**config.mk**
```make
export PLATFORM = sky130hd
export DESIGN_NAME = parking_occupancy_counter
export DESIGN_NICKNAME = d
export VERILOG_FILES = /design/src/rtl/parking_pkg.sv /design/src/rtl/parking_occupancy_counter_full_adder.sv /design/src/rtl/parking_occupancy_counter.sv
export SDC_FILE = /design/constraint.sdc
export NUM_CORES = 1
export LEC_CHECK = 0
export ABC_CLOCK_PERIOD_IN_PS = 3450
export CAP_MARGIN = 0
export CELL_PAD_IN_SITES_DETAIL_PLACEMENT = 0
export CELL_PAD_IN_SITES_GLOBAL_PLACEMENT = 1
export CORE_MARGIN = 1.5
export CORE_UTILIZATION = 30
export DETAILED_ROUTE_END_ITERATION = 10
export PLACE_DENSITY_LB_ADDON = 0.1
export SLEW_MARGIN = 10
export SYNTH_ARGS = -nofsm -noshare
export SYNTH_HDL_FRONTEND = slang
export SYNTH_SLANG_ARGS = --single-unit
```
**constraint.sdc**
```tcl
create_clock -name clk -period 3.45 [get_ports clk]
set_input_delay 0.345 -clock clk [delete_from_list [all_inputs] [get_ports clk]]
set_output_delay 0.345 -clock clk [all_outputs]
set_load 0.1 [all_outputs]
```
**src/rtl/parking_pkg.sv**
```systemverilog
// Shared definitions for the parking lot counter family: gate FSM encoding
// and the default lot dimensions used by the counter, display and subtractor blocks.
package parking_pkg;

  typedef enum logic {
    IDLE = 1'b0,
    OPEN = 1'b1
  } gate_state_e;

  localparam int DEFAULT_WIDTH    = 4;
  localparam int DEFAULT_CAPACITY = 10;

endpackage

```
**src/rtl/parking_occupancy_counter_full_adder.sv**
```systemverilog
// One-bit full adder cell; port order matches the full_subtractor cell so the
// two ripple datapaths read the same way.
module full_adder (
  input  logic a,
  input  logic b,
  input  logic carry_in,
  output logic sum,
  output logic carry_out
);

  assign sum       = a ^ b ^ carry_in;
  assign carry_out = (a & b) | (carry_in & (a ^ b));

endmodule

```
**src/rtl/parking_occupancy_counter.sv**
```systemverilog
// Lot occupancy counter: edge-detects the gate sensors, drives the entry gate
// FSM and updates the count through a ripple adder built from full_adder cells.
module parking_occupancy_counter
  import parking_pkg::*;
#(
  parameter int WIDTH    = DEFAULT_WIDTH,
  parameter int CAPACITY = DEFAULT_CAPACITY
) (
  input  logic             clk,
  input  logic             rst_n,
  input  logic             enter_sensor,
  input  logic             exit_sensor,
  output logic [WIDTH-1:0] count,
  output logic [WIDTH-1:0] free_spaces,
  output logic             full,
  output logic             empty,
  output logic             gate_open,
  output logic             denied,
  output logic             underflow_err
);

  localparam logic [WIDTH-1:0] CAP_W = WIDTH'(CAPACITY);

  gate_state_e      state_q, state_d;
  logic             enter_prev, exit_prev;
  logic             enter_rise, exit_rise;
  logic             accept_entry, deny_entry;
  logic             take_exit, underflow_hit;
  logic [WIDTH-1:0] count_q, count_d, addend;
  logic [WIDTH:0]   count_carry, free_carry;
  logic             count_carry_unused, free_carry_unused;

  assign enter_rise = enter_sensor & ~enter_prev;
  assign exit_rise  = exit_sensor & ~exit_prev;

  assign count = count_q;
  assign full  = (count_q == CAP_W);
  assign empty = (count_q == '0);

  // Full/empty are judged on the pre-update count, so a simultaneous exit
  // never makes room for an entry arriving in the same cycle.
  assign take_exit     = exit_rise & ~empty;
  assign underflow_hit = exit_rise & empty;

  always_comb begin
    state_d      = state_q;
    accept_entry = 1'b0;
    deny_entry   = 1'b0;
    case (state_q)
      IDLE: begin
        if (enter_rise) begin
          if (full) begin
            deny_entry = 1'b1;
          end else begin
            accept_entry = 1'b1;
            state_d      = OPEN;
          end
        end
      end
      OPEN: begin
        if (!enter_sensor) state_d = IDLE;
      end
      default: state_d = IDLE;
    endcase
  end

  // An accepted entry and exit together cancel out, leaving the addend at zero.
  always_comb begin
    addend = '0;
    if (accept_entry && !take_exit) begin
      addend = WIDTH'(1);
    end else if (take_exit && !accept_entry) begin
      addend = '1;
    end
  end

  assign count_carry[0] = 1'b0;
  assign free_carry[0]  = 1'b1;

  // free_spaces = CAPACITY - count, formed as CAPACITY + ~count + 1.
  for (genvar gi = 0; gi < WIDTH; gi++) begin : g_ripple
    full_adder u_count_fa (
      .a         (count_q[gi]),
      .b         (addend[gi]),
      .carry_in  (count_carry[gi]),
      .sum       (count_d[gi]),
      .carry_out (count_carry[gi+1])
    );

    full_adder u_free_fa (
      .a         (CAP_W[gi]),
      .b         (~count_q[gi]),
      .carry_in  (free_carry[gi]),
      .sum       (free_spaces[gi]),
      .carry_out (free_carry[gi+1])
    );
  end

  assign count_carry_unused = count_carry[WIDTH];
  assign free_carry_unused  = free_carry[WIDTH];

  // Prev registers reset high so a sensor already active at release is not an event.
  always_ff @(posedge clk) begin
    if (!rst_n) begin
      state_q       <= IDLE;
      count_q       <= '0;
      gate_open     <= 1'b0;
      denied        <= 1'b0;
      underflow_err <= 1'b0;
      enter_prev    <= 1'b1;
      exit_prev     <= 1'b1;
    end else begin
      state_q    <= state_d;
      count_q    <= count_d;
      gate_open  <= (state_d == OPEN);
      denied     <= deny_entry;
      enter_prev <= enter_sensor;
      exit_prev  <= exit_sensor;
      if (underflow_hit) underflow_err <= 1'b1;
    end
  end

endmodule

```
==> impl_metrics.py, run 1 <==
metrics = {
    "outcome": {
        "outcome": "complete, no violations",
    },
    "clock_network": {
        "hold_buffers": 0,
        "cts-root-buf": "clkbuf_4",
        "cts_max_level": 1,
        "cts_buffers": 3,
        "cts_buffer_depth": 2,
        "cts_setup_buffers": 0,
        "cts_resized": 0,
        "clock_sinks": 9,
        "clkSlewWorstSetupHoldPaths_ns": 0.07,
        "clk_latency_ns": 0.26,
        "cts_tree": "done",
    },
    "logic_synthesis": {
        "ys_warn_count": 0,
        "syn_area_um2": 532,
        "yosysSeqAreaShare_pct": 33.9,
        "avgSynthCellArea_um2": 10.4,
        "synthesis.nets": 63,
        "syn_inst": 51,
        "synth_cell_types": 19,
        "ys_ff_latch": 9,
    },
    "floorplan": {
        "initial_utilization_pct": 31.5,
        "die_x_um": 45.1,
        "coreArea_um2": 1690,
        "fp.dieH_um": 45.1,
        "io_pins": 17,
        "rows": 15,
        "dieArea_um2": 2030,
    },
    "hold_path": {
        "hold_class": "flop to flop",
        "whs_endpoint": "state_q",
        "holdCritStartpoint": "enter_prev",
        "worstHoldPathCells": 1,
    },
    "timing": {
        "period_needed_ns": 2.69,
        "report.final.setup_viol": 0,
        "rsz0062_at_grt": "no",
        "worst_pin_slew_ns": 0.967,
        "fin_setup_tns_ns": 0,
        "fin_crit_sh_pct": 77.9,
        "fin_hold_ws_ns": 0.444,
        "slew_headroom_pct": 35.4,
        "max_freq_mhz": 372,
        "postLayoutSetupSlackWorst_ns": 0.762,
        "maxSlewViolCount": 0,
        "finalHoldViolCount": 0,
        "clock_skew_ns": 0.00472,
    },
    "critical_path": {
        "reg2reg_from": "count[0]",
        "crit_family": "adder cells",
        "r2r_setup_slack_ns": 0.76,
        "cp_cell_sequence": "inv_1, ha_1, and3b_2, nand2b_1, ha_1, inv_1, ha_1, fa_1, fa_1, xnor3_1, nor2b_2",
        "rr_worst_depth": 11,
        "r2r_end": "count[3]",
        "crit_path_end_kind": "flop",
        "cp_num_buf_inv": 2,
        "slowest_stage": "dfxtp_1",
        "critPathRequiredTime_ns": 3.61,
        "cp.arrival_ns": 2.85,
        "crit_path_frequent_cell": "ha_1",
        "critPathLaunchType": "flop",
        "critPathMaxFanout": 5,
        "critPathMaxStageDelay_ns": 0.41,
        "critical_path_class": "flop to flop",
    },
    "power_and_ir_drop": {
        "internal-power_uw": 185,
        "pwr-share-seq_pct": 34.8,
        "power_density_nw_per_um2": 493,
        "clockPowerShare_pct": 24.5,
        "switchingPower_uw": 147,
        "combPwrFrac_pct": 40.7,
        "p_leak_uw": 0.000308,
        "peakVddDrop_mv": 0.225,
        "sw_frac_of_total_pct": 44.3,
    },
    "global_route": {
        "grt_max_degree": 12,
        "grt_pass1_vias": 317,
        "grt_usage_pct": 9.86,
        "grt.overflow.total": 0,
        "grt_first_pass_wirelength_um": 1390,
        "antenna_found_initial": 0,
    },
    "detailed_routing": {
        "num_vias": 339,
        "wl_um": 817,
        "first_iter_violations": 1,
        "viasPerCell": 4.29,
        "ant_nets": 0,
        "wl_per_cell_um": 10.3,
        "drc_errors": 0,
        "firstDrtPassIters": 2,
    },
    "final_layout": {
        "antennaDiodeCount": 0,
        "layout_common_cells": "clkdlybuf4s50_1, dfxtp_1, inv_1, ha_1, buf_4",
        "n_fill_cell": 179,
        "multi_input_area_um2": 277,
        "nNetsFinal": 75,
        "layout.cells.most_common": "clkdlybuf4s50_1",
        "drive_gt1_share_pct": 19.4,
        "ff_latch_area_um2": 180,
        "synthToLayoutAreaGrowth_pct": 27.1,
    },
    "job": {
        "cap_violations": 0,
    },
    "place": {
        "numPortBuffers": 16,
        "dp_hpwl_um": 660,
        "gp_congestion": 0.652,
        "dp_slack_ns": 0.653,
    },
}
-- stage by stage --
stage,utilization (%),cells,instance area (um^2),power [uW]
floorplan,-,51,543,237
global placement,38.4,75,648,255
detailed placement,38.4,75,648,255
CTS,40.0,79,676,338
global route,40.0,79,676,349
finish,40.0,79,676,333
-- flip-flops by register name (all words and copies together), names as in the netlist --
register	flops
denied	1
exit_prev	1
state_q	1
enter_prev	1
underflow_err	1
count	4
-- area by class of cell --
type | instances | area share, %
Clock buffer | 3 | 3.33
Clock inverter | 1 | 0.741
Inverter | 6 | 3.33
Multi-Input combinational cell | 27 | 40.9
Sequential cell | 9 | 26.7
Tap cell | 17 | 3.15
Timing Repair Buffer | 16 | 21.9
-- worst max path at each step --
stage / from / endpoint / cells past startpoint
after floorplan: count[0] / count[3] / 11
after global placement: enter_sensor / count[3] / 10
after detailed placement: enter_sensor / count[3] / 10
after CTS: count[0] / count[3] / 11
after global routing: count[0] / count[3] / 11
final: count[0] / count[3] / 11
-- synth_stat cells (all sizes together) --
cell type	instances	area share, %
buf	8	11
xor2	1	1.6
and2	3	3.5
ha	6	14
nand3	1	0.94
nor2b	1	1.6
nand2	1	0.71
fa	2	7.5
nand2b	3	3.5
o31ai	1	1.4
a22o	1	1.6
and3b	2	3.5
nor3b	3	4.2
clkbuf	1	0.71
xnor3	1	4.2
dfxtp	9	34
and3	1	1.2
inv	6	4.2
-- cells by family (layout without fill, tap and decap cells) --
logic type / Yosys count / count (layout) / share of synthesized area (%)
flip-flops: 9 / 9 / 33.9
buffers and inverters: 15 / 26 / 16.2
XOR/XNOR: 2 / 2 / 5.88
AO/OA/AOI/OAI: 2 / 2 / 3.06
AND/OR/NAND/NOR: 15 / 15 / 19.3
adder cells (fa/ha/maj): 8 / 8 / 21.6
-- power groups by stage --
stage               sequential [uW]  clock [uW]  combinational [uW]
floorplan                       126           0                 110
global placement                119           0                 136
detailed placement              119           0                 136
CTS                             116        85.2                 136
global route                    117        89.1                 142
finish                          116        81.4                 136
-- layer usage --
metal,part of all wire [%],track usage (%),vias to the layer above
li1,-,-,175
met1,51,12.7,153
met2,42,13.4,11
met3,6.2,6.00,0
met4,0,3.53,0
met5,0,0,-
No activity file was read; power rests on OpenSTA's default activity.
==> inputs of run 2 (changes only) <==
ABC_CLOCK_PERIOD_IN_PS = 2700   (was 3450)
clock period = 2.7 ns   (was 3.45 ns; I/O delays follow)
==> impl_metrics.py, run 2 (synthesis results as in run 1) <==
metrics = {
    "place": {
        "dp_hpwl_um": 698,
        "dpl.cell_count": 76,
        "gp_congestion": 0.623,
        "numPortBuffers": 16,
    },
    "hold_path": {
        "hold_class": "flop to flop",
    },
    "timing": {
        "report.final.setup_viol": 0,
        "clock_skew_ns": 0.00179,
        "maxSlewViolCount": 0,
        "rsz0062_at_grt": "no",
        "max_freq_mhz": 399,
        "period_needed_ns": 2.51,
        "worst_pin_slew_ns": 0.358,
        "fin_crit_sh_pct": 92.9,
        "finalHoldViolCount": 0,
        "fin_hold_ws_ns": 0.453,
        "slew_headroom_pct": 76.0,
    },
    "final_layout": {
        "largest_reg_flops": 4,
        "antennaDiodeCount": 0,
        "drive_gt1_share_pct": 42.9,
        "multi_input_area_um2": 289,
        "layout_common_cells": "buf_4, dfxtp_1, inv_1, ha_1",
        "synthToLayoutAreaGrowth_pct": 27.3,
        "n_fill_cell": 189,
        "ff_latch_area_um2": 183,
        "nNetsFinal": 76,
        "layout.cells.most_common": "buf_4",
        "stdcell_count": 80,
    },
    "clock_network": {
        "cts_buffer_depth": 2,
        "clkSlewWorstSetupHoldPaths_ns": 0.06,
        "cts-root-buf": "clkbuf_4",
        "cts_max_level": 1,
        "cts_resized": 0,
        "clock_sinks": 9,
        "hold_buffers": 0,
        "cts_tree": "done",
        "cts_buffers": 3,
        "cts_setup_buffers": 0,
        "clk_latency_ns": 0.26,
    },
    "critical_path": {
        "critical_path_class": "flop to flop",
        "cp.arrival_ns": 2.71,
        "critPathMaxFanout": 5,
        "critPathLaunchType": "flop",
        "critPathRequiredTime_ns": 2.91,
        "crit_path_end_kind": "flop",
    },
    "power_and_ir_drop": {
        "peakVddDrop_mv": 0.354,
        "p_leak_uw": 0.000320,
        "power_density_nw_per_um2": 633,
    },
    "global_route": {
        "antenna_found_initial": 0,
        "grt_usage_pct": 11.1,
        "grt.overflow.total": 0,
        "grt_max_degree": 12,
        "grt_pass1_vias": 310,
        "grt_first_pass_wirelength_um": 1470,
    },
    "floorplan": {
        "rows": 15,
        "dieArea_um2": 2030,
        "coreArea_um2": 1690,
        "fp.dieH_um": 45.1,
        "initial_utilization_pct": 31.5,
        "io_pins": 17,
        "die_x_um": 45.1,
    },
    "job": {
        "cap_violations": 0,
    },
    "detailed_routing": {
        "num_vias": 362,
        "wl_per_cell_um": 11.5,
        "first_iter_violations": 7,
        "drc_errors": 0,
        "wl_um": 918,
        "viasPerCell": 4.53,
        "firstDrtPassIters": 4,
        "ant_nets": 0,
    },
    "outcome": {
        "outcome": "complete, no violations",
    },
}
-- run 2: path summary, 6_finish.rpt --
| check | from | endpoint | slack (ns) | cells past startpoint |
|---|---|---|---|---|
| max | count[0] | count[2] | 0.19 | 10 |
| min | enter_prev | state_q | 0.45 | 1 |
| max reg2reg | count[0] | count[2] | 0.19 | 10 |
| min reg2reg | enter_prev | state_q | 0.45 | 1 |
-- run 2: metal layers --
metal	routed length (um)	GRT usage, %
met1	427	12.7
met2	416	16.9
met3	61	6.00
met4	12	5.29
met5	0	0
-- run 2: layout make-up --
cell class | instances | area share [%]
Clock buffer | 4 | 3.88
Inverter | 6 | 3.33
Tap cell | 17 | 3.14
Sequential cell | 9 | 27.0
Timing Repair Buffer | 17 | 20.0
Multi-Input combinational cell | 27 | 42.7
-- run 2: power breakdown --
part | switching (uW) | internal (uW)
Clock | 47.7 | 57.0
Sequential | 8.22 | 141
Combinational | 133 | 41.8
Total | 189 | 239
-- run 2: critical path, stage by stage (launching register included) --
cell	delay, ns
dfxtp_2	0.38
inv_2	0.05
ha_1	0.18
and3b_2	0.24
nand2b_1	0.15
ha_1	0.27
inv_1	0.04
ha_2	0.17
fa_2	0.34
fa_2	0.52
and2_1	0.11
-- run 2: stage by stage --
step                      power (uW)  instance area, um^2  worst slack (ns)  utilization, %  setup TNS (ns)
final                            428                  677             0.193            40.1               0
after CTS                        436                  677             0.163            40.1               0
after detailed placement         328                  651            0.0595            38.5               0
after global routing             452                  677            0.0727            40.1               0
after global placement           327                  651            0.0221            38.5               0
after floorplan                  305                  558            -0.323               -          -0.630
==> inputs of run 3 (changes only) <==
SLEW_MARGIN = not set   (was 10)
==> results of run 3 <==
Same layout as run 2: the final DEF is identical, and so are final timing and power.
